===== src/rtl/div_pkg.sv =====
// Shared definitions for the sequential restoring divider: FSM state
// encoding and default datapath sizing.
package div_pkg;

    localparam int DEF_WIDTH = 32;
    localparam int DEF_CNT_W = 6;

    typedef enum logic [1:0] {
        IDLE = 2'd0,
        ITER = 2'd1,
        FIX  = 2'd2
    } div_state_e;

endpackage


===== src/rtl/div_sub_stage.sv =====
// Trial subtractor for one restoring-division step. It is built as a
// ripple chain of full-adder cells fed with the inverted divisor and a
// carry-in of one, so a missing carry-out means the subtraction borrowed.
module div_sub_stage #(
    parameter int WIDTH = 32
) (
    input  logic [WIDTH:0] rem,
    input  logic [WIDTH:0] dvs,
    output logic [WIDTH:0] diff,
    output logic           borrow
);

    logic [WIDTH+1:0] carry;
    logic [WIDTH:0]   dvs_n;

    assign carry[0] = 1'b1;
    assign dvs_n    = ~dvs;

    for (genvar i = 0; i <= WIDTH; i++) begin : g_fa
        assign diff[i]    = rem[i] ^ dvs_n[i] ^ carry[i];
        assign carry[i+1] = (rem[i] & dvs_n[i]) | (carry[i] & (rem[i] ^ dvs_n[i]));
    end

    assign borrow = ~carry[WIDTH+1];

endmodule


===== src/rtl/seq_divider.sv =====
// Multi-cycle restoring divider for MIPS DIV/DIVU. Operands are reduced to
// magnitudes at start, one quotient bit is produced per ITER cycle, and the
// signs are restored in a single FIX cycle that writes LO/HI.
module seq_divider
    import div_pkg::*;
#(
    parameter int WIDTH = DEF_WIDTH,
    parameter int CNT_W = DEF_CNT_W
) (
    input  logic             i_clk,
    input  logic             i_rst,
    input  logic             i_start,
    input  logic             i_signed,
    input  logic [WIDTH-1:0] i_dividend,
    input  logic [WIDTH-1:0] i_divisor,
    output logic             o_busy,
    output logic             o_done,
    output logic [WIDTH-1:0] o_quotient,
    output logic [WIDTH-1:0] o_remainder,
    output logic             o_div0
);

    div_state_e       state;
    logic [CNT_W-1:0] cnt;
    logic [WIDTH-1:0] dvd_q;
    logic [WIDTH-1:0] dvs_q;
    logic [WIDTH-1:0] quo_q;
    logic [WIDTH:0]   rem_q;
    logic             sign_q;
    logic             sign_r;
    logic             div0_q;

    logic [WIDTH:0]   rem_shift;
    logic [WIDTH:0]   rem_diff;
    logic             rem_borrow;
    logic             start_div0;

    function automatic logic [WIDTH-1:0] neg(input logic [WIDTH-1:0] v);
        return (~v) + {{(WIDTH-1){1'b0}}, 1'b1};
    endfunction

    // Negative signed operands become their magnitude; the most negative
    // value wraps onto itself, which is the correct unsigned magnitude.
    function automatic logic [WIDTH-1:0] mag(input logic is_signed,
                                             input logic [WIDTH-1:0] v);
        return (is_signed && v[WIDTH-1]) ? neg(v) : v;
    endfunction

    assign start_div0 = (i_divisor == '0);
    assign rem_shift  = {rem_q[WIDTH-1:0], dvd_q[WIDTH-1]};

    div_sub_stage #(
        .WIDTH (WIDTH)
    ) u_sub (
        .rem    (rem_shift),
        .dvs    ({1'b0, dvs_q}),
        .diff   (rem_diff),
        .borrow (rem_borrow)
    );

    // Control FSM with iteration datapath and registered result outputs.
    always_ff @(posedge i_clk) begin
        if (i_rst) begin
            state       <= IDLE;
            cnt         <= '0;
            o_busy      <= 1'b0;
            o_done      <= 1'b0;
            o_quotient  <= '0;
            o_remainder <= '0;
            o_div0      <= 1'b0;
            sign_q      <= 1'b0;
            sign_r      <= 1'b0;
            div0_q      <= 1'b0;
        end else begin
            o_done <= 1'b0;
            case (state)
                IDLE: begin
                    if (i_start) begin
                        // A zero divisor skips iteration; the raw dividend is
                        // kept so it can be returned unchanged as HI.
                        dvd_q  <= start_div0 ? i_dividend : mag(i_signed, i_dividend);
                        dvs_q  <= mag(i_signed, i_divisor);
                        rem_q  <= '0;
                        quo_q  <= '0;
                        sign_q <= i_signed & (i_dividend[WIDTH-1] ^ i_divisor[WIDTH-1]);
                        sign_r <= i_signed & i_dividend[WIDTH-1];
                        div0_q <= start_div0;
                        cnt    <= CNT_W'(WIDTH);
                        o_busy <= 1'b1;
                        state  <= start_div0 ? FIX : ITER;
                    end
                end
                ITER: begin
                    rem_q <= rem_borrow ? rem_shift : rem_diff;
                    quo_q <= {quo_q[WIDTH-2:0], ~rem_borrow};
                    dvd_q <= {dvd_q[WIDTH-2:0], 1'b0};
                    cnt   <= cnt - CNT_W'(1);
                    if (cnt == CNT_W'(1)) begin
                        state <= FIX;
                    end
                end
                FIX: begin
                    if (div0_q) begin
                        o_quotient  <= '1;
                        o_remainder <= dvd_q;
                    end else begin
                        o_quotient  <= sign_q ? neg(quo_q) : quo_q;
                        o_remainder <= sign_r ? neg(rem_q[WIDTH-1:0]) : rem_q[WIDTH-1:0];
                    end
                    o_div0 <= div0_q;
                    o_done <= 1'b1;
                    o_busy <= 1'b0;
                    state  <= IDLE;
                end
                default: begin
                    state  <= IDLE;
                    o_busy <= 1'b0;
                end
            endcase
        end
    end

endmodule


===== config.mk =====
export PLATFORM = sky130hd
export DESIGN_NAME = seq_divider
export DESIGN_NICKNAME = d
export VERILOG_FILES = /design/src/rtl/div_pkg.sv /design/src/rtl/div_sub_stage.sv /design/src/rtl/seq_divider.sv
export SDC_FILE = /design/constraint.sdc
export NUM_CORES = 1
export LEC_CHECK = 0
export CAP_MARGIN = 10
export CORE_ASPECT_RATIO = 2
export CORE_MARGIN = 4
export CORE_UTILIZATION = 45
export DETAILED_ROUTE_END_ITERATION = 10
export PLACE_DENSITY = 0.75
export SETUP_SLACK_MARGIN = 0.15
export SLEW_MARGIN = 20
export SYNTH_ARGS = -nofsm -noshare
export SYNTH_HDL_FRONTEND = slang
export SYNTH_HIERARCHICAL = 1
export SYNTH_SLANG_ARGS = --single-unit

===== constraint.sdc =====
create_clock -name i_clk -period 13.65 [get_ports i_clk]
set_clock_uncertainty 0.15 [all_clocks]
set_input_delay 2.73 -clock i_clk [delete_from_list [all_inputs] [get_ports i_clk]]
set_output_delay 2.73 -clock i_clk [all_outputs]
set_load 0.005 [all_outputs]

# Yosys cells after proc, flatten, opt, wreduce, memory -nomap -nowiden
# Index checks and enable logic that the tools add are counted.
# totals
output_inout_bits,67
input_bits,68
reg_bits,206
# op_classes
addsub,5
mux,23
bitwise,173
n_eq_ne,5
reduce_logical,11
# op_table
operator,n
$mux W32,11
$pmux W32 S2,3
$add A32 B1 Y32 const B,4
$not A32 Y32,4
$and A1 B1 Y1,67
$xor A1 B1 Y1,65
$not A32 Y33,1
$or A1 B1 Y1,33
$logic_not A32 Y1,1
$pmux W6 S2,1
$reduce_and A2 Y1,4
$eq A6 B1 Y1 const B,1
$mux W2,3
$mux W6,1
$reduce_and A3 Y1,2
$sub A6 B1 Y6 const B,1
$ne A2 B2 Y1 const B,2
$pmux W2 S2,1
$not A1 Y1,3
$eq A2 B1 Y1 const B,1
$eq A2 B2 Y1 const B,1
$logic_and A1 B1 Y1,2
$logic_not A2 Y1,1
$mux W1,2
2 further kinds,2

# Logic depth before layout (Yosys ltp)
# logic_depth
ltp_word,69
mapped_depth,40
ltp_nobuf,38

# Hierarchy
# The synthesis kept the hierarchy.
# modules_own_cells
module,area_per_inst_um2,cells_per_inst,instances
seq_divider,11198.2,1137,1
div_sub_stage,904.6,100,1

# Worst setup path before layout
# No wires, ideal clock.
# synth_path
kind,register to register
startpoint,register dvd_q[31]
endpoint,"register rem_q[2], data pin"
stages_incl_launch_ff,41
arrival_time_ps,13247
synth_period_minus_slack_ps,13664
n_path_buf,2
slack_ps,-14
setup_ps,267
cell_sequence,edfxtp_1 -> inv_1 -> ha_1 -> fa_1 -> fa_1 -> fa_1 -> fa_1 -> fa_1 -> fa_1 -> fa_1 -> fa_1 -> fa_1 -> fa_1 -> fa_1 -> fa_1 -> fa_1 -> fa_1 -> fa_1 -> (+5 left out) -> fa_1 -> fa_1 -> fa_1 -> fa_1 -> fa_1 -> fa_1 -> fa_1 -> fa_1 -> fa_1 -> fa_1 -> fa_1 -> fa_1 -> fa_1 -> fa_1 -> clkbuf_1 -> buf_1 -> mux2i_1 -> nor2_1
# synth_between
elab_chain_len,68
# synth_rtl
element,line,rtl
from (decl),seq_divider.sv:25,logic [WIDTH-1:0] dvd_q;
from (signal assigned),seq_divider.sv:81,"dvd_q <= start_div0 ? i_dividend : mag(i_signed, i_dividend);"
from (signal assigned),seq_divider.sv:96,"dvd_q <= {dvd_q[WIDTH-2:0], 1'b0};"
$and A1 B1 Y1 / $xor A1 B1 Y1 (equally long branches),div_sub_stage.sv:21,assign carry[i+1] = (rem[i] & dvs_n[i]) | (carry[i] & (rem[i] ^ dvs_n[i]));
$or A1 B1 Y1 *,div_sub_stage.sv:21,
$and A1 B1 Y1 *,div_sub_stage.sv:21,
$or A1 B1 Y1 *,div_sub_stage.sv:21,
$and A1 B1 Y1,div_sub_stage.sv:21,
$or A1 B1 Y1,div_sub_stage.sv:21,
$and A1 B1 Y1,div_sub_stage.sv:21,
$or A1 B1 Y1,div_sub_stage.sv:21,
(+52 left out),-,
$and A1 B1 Y1,div_sub_stage.sv:21,
$or A1 B1 Y1,div_sub_stage.sv:21,
$and A1 B1 Y1,div_sub_stage.sv:21,
$or A1 B1 Y1,div_sub_stage.sv:21,
$and A1 B1 Y1,div_sub_stage.sv:21,
$or A1 B1 Y1,div_sub_stage.sv:21,
$mux W32 *,seq_divider.sv:94,rem_q <= rem_borrow ? rem_shift : rem_diff;
$pmux W32 S2 *,seq_divider.sv:76,case (state)
to (signal assigned),seq_divider.sv:94,
to (decl),seq_divider.sv:28,logic [WIDTH:0] rem_q;
# Mark *: on every way between the ends. The rest lies on a longest branch, timed or not.
# A chain may end at the register's enable or synchronous reset.

# Worst setup path after layout
# layout_path
startpoint,register dvd_q[31]
endpoint,"register rem_q[16], data pin"
# layout_between
elab_chain_len,68
# layout_rtl
element,line
$and A1 B1 Y1 / $xor A1 B1 Y1 (equally long branches),div_sub_stage.sv:21
$or A1 B1 Y1 *,div_sub_stage.sv:21
$and A1 B1 Y1 *,div_sub_stage.sv:21
$or A1 B1 Y1 *,div_sub_stage.sv:21
$and A1 B1 Y1 *,div_sub_stage.sv:21
$or A1 B1 Y1 *,div_sub_stage.sv:21
$and A1 B1 Y1 *,div_sub_stage.sv:21
$or A1 B1 Y1 *,div_sub_stage.sv:21
(+52 left out),-
$and A1 B1 Y1,div_sub_stage.sv:21
$or A1 B1 Y1,div_sub_stage.sv:21
$and A1 B1 Y1,div_sub_stage.sv:21
$or A1 B1 Y1,div_sub_stage.sv:21
$and A1 B1 Y1,div_sub_stage.sv:21
$or A1 B1 Y1,div_sub_stage.sv:21
$mux W32 *,seq_divider.sv:94
$pmux W32 S2 *,seq_divider.sv:76
# Marks and branches as above.

==> run metrics <==
status=finished, final reports clean; Clk Latency, worst-skew pair=~500 ps; syn avg cell area=9.79 um2; global placement routability congestion=slightly below 0.9; Die Y=roughly 240 um; Total Routed Length=between 30,000 and 40,000 um; worst-case clock buffer depth=3; Clock power frac=0.358; Setup crit start kind=flop; Root Buffer=clkbuf_16; core area=~0.026 mm2; all-layer global routing usage=0.225; reg2reg path depth=40; slowest stage delay, CP=410 ps; clk slew on worst S/H paths=~70 ps; final hold viol count=0; CP Data Arrival Time=13,190 ps; layout cells sized above 1=0.0878; CP max stage cell=fa_2; worst-path fanout max=8; Mapped Area=about 0.012 mm2; sequential share of power=0.464; Pint=around 0.0012 W; Critical R2R Capture=rem_q[16]; Post-Syn Nets=approximately 1,300; Yosys Warn Count=6; largest net degree at the start of global routing=66; GR peak layer=met2; RSZ-0062 raised after global routing=false; Initial Util=0.459; Final period util=0.960; total number of vias=around 9,900; Tightest Pin Transition=~920 ps; Clock Sinks=206; Congestion Overflow GR=0; nets=1,437; Post-route DRC=0; CP most frequent cell=fa_2; Pwr Total=between 0.0015 and 0.002 W; dpl hpwl=24,700 um; pwr dens=113 mW/mm2; max_cap viols=0; Hold Path End=o_remainder[2]; switching power=~0.00045 W; die area=0.0297 mm2; Worst R2R Setup Slack=550 ps; port bufs=around 130; global-route met3 utilization=0.0250; hold path depth=2; Pins Over Slew Limit=0; antenna fix cells=0; Vias/cell=about 5.9; antenna viol nets, final=0; Layout area overhead=20.3%; crit path kind=flop to flop; TritonCTS clock tree=done; CTS buffer count=20; Critical Path End Type=flop; Finish-stage setup viols=0; vias in the first global route=9,828; Hold WC Path Type=flop to flop; Net Sw Frac=0.274; Worst Path Required=13,740 ps; Max-slew headroom=0.382; achievable clock frequency=76.3 MHz; combinational share of power=0.178; H-tree depth=1; Ports=135; initial antenna violation count=0; # hold bufs at CTS=0; Die W=124 um; Leak=5.11 nW; hold_ws=314 ps; Starting DRT DRC Count=692; row cnt=84; Critical R2R Launch=dvd_q[31]; DR WL/cell=around 20 um; First-pass DRT Iterations=5; Post-Synthesis Cells=1,236; grt met1 use=0.228; first-pass GRT wire length=52,100 um; Final min period=13,100 ps; met2 global-route usage=0.415; worst hold start=o_remainder[2]; Peak VDD IR=0.0777 mV
worst max-delay path by stage:
stage,startpoint,end
2_1_floorplan,dvd_q[31],rem_q[3]
3_3_place_gp,dvd_q[31],rem_q[0]
3_5_place_dp,dvd_q[31],rem_q[27]
4_1_cts,dvd_q[31],rem_q[19]
5_1_grt,dvd_q[31],rem_q[16]
6_report,dvd_q[31],rem_q[16]
state kept, by name (all words and copies together), names as in the netlist, 2 cells and up:
register and flops:
cnt 6, dvd_q 32, dvs_q 32, o_quotient 32
o_remainder 32, quo_q 32, rem_q 32, state 2
cell usage in the layout, fill, tap and decap left out, types with 31 or more instances in the layout:
| cell | count |
|---|---|
| a21oi_1 | 47 |
| edfxtp_1 | 128 |
| mux2i_1 | 34 |
| xor2_1 | 55 |
| and2_1 | 31 |
| inv_1 | 81 |
| or4_1 | 46 |
| dfxtp_1 | 77 |
| nor2_1 | 148 |
| nand2_1 | 52 |
| clkdlybuf4s50_1 | 133 |
| o31ai_1 | 42 |
cell type report:
type / instances / area, um2
inverters: 82 / 308
multi-input cells: 863 / 6100
repair buffers: 157 / 1620
fillers: 2283 / 11800
flip-flops and latches: 206 / 5410
well taps: 344 / 430
clock buffers: 24 / 537
clock inverters: 12 / 153
stage by stage:
step | cells | setup TNS, ps | area [um2] | setup WS, ps | utilization
final | 1688 | 0 | 14600 | 546 | 0.552
after global routing | 1688 | 0 | 14600 | 173 | 0.552
after CTS | 1687 | 0 | 14500 | 182 | 0.551
after detailed placement | 1646 | -8800 | 13700 | -300 | 0.518
after global placement | 1646 | -3080 | 13700 | -106 | 0.518
after floorplan | 1236 | 0 | 12100 | 159 | -
worst max-delay path, delay by kind of cell, from the launching register on:
kind / cells / cell delay, ps
and+or+nand+nor: 1 / 50
muxes: 1 / 170
DFF: 1 / 350
buffers and inverters: 5 / 500
adders and majority gates: 33 / 11620
routing by layer:
metal  part of all wire  routed length, um  vias up
met1               0.34              11300     4772
met2               0.54              18100      330
met3              0.046               1530      123
li1                   -                  -     4699
met4              0.080               2680        0
met5                  0                  0        -
power by group through the flow:
stage | clock network [W] | logic (W) | registers (W)
2_1_floorplan | 0 | 0.000183 | 0.000758
3_3_place_gp | 0 | 0.000262 | 0.000774
3_5_place_dp | 0 | 0.000273 | 0.000775
4_1_cts | 0.000596 | 0.000291 | 0.000762
5_1_grt | 0.000620 | 0.000325 | 0.000768
6_report | 0.000588 | 0.000292 | 0.000764
repair_timing:
action	CTS	global route
pin swaps	1	1
resized for setup	18	7
gates cloned	4	0
endpoints found under the setup margin	33	33
buffers inserted	1	1
Power figures use the tool's default switching activity.
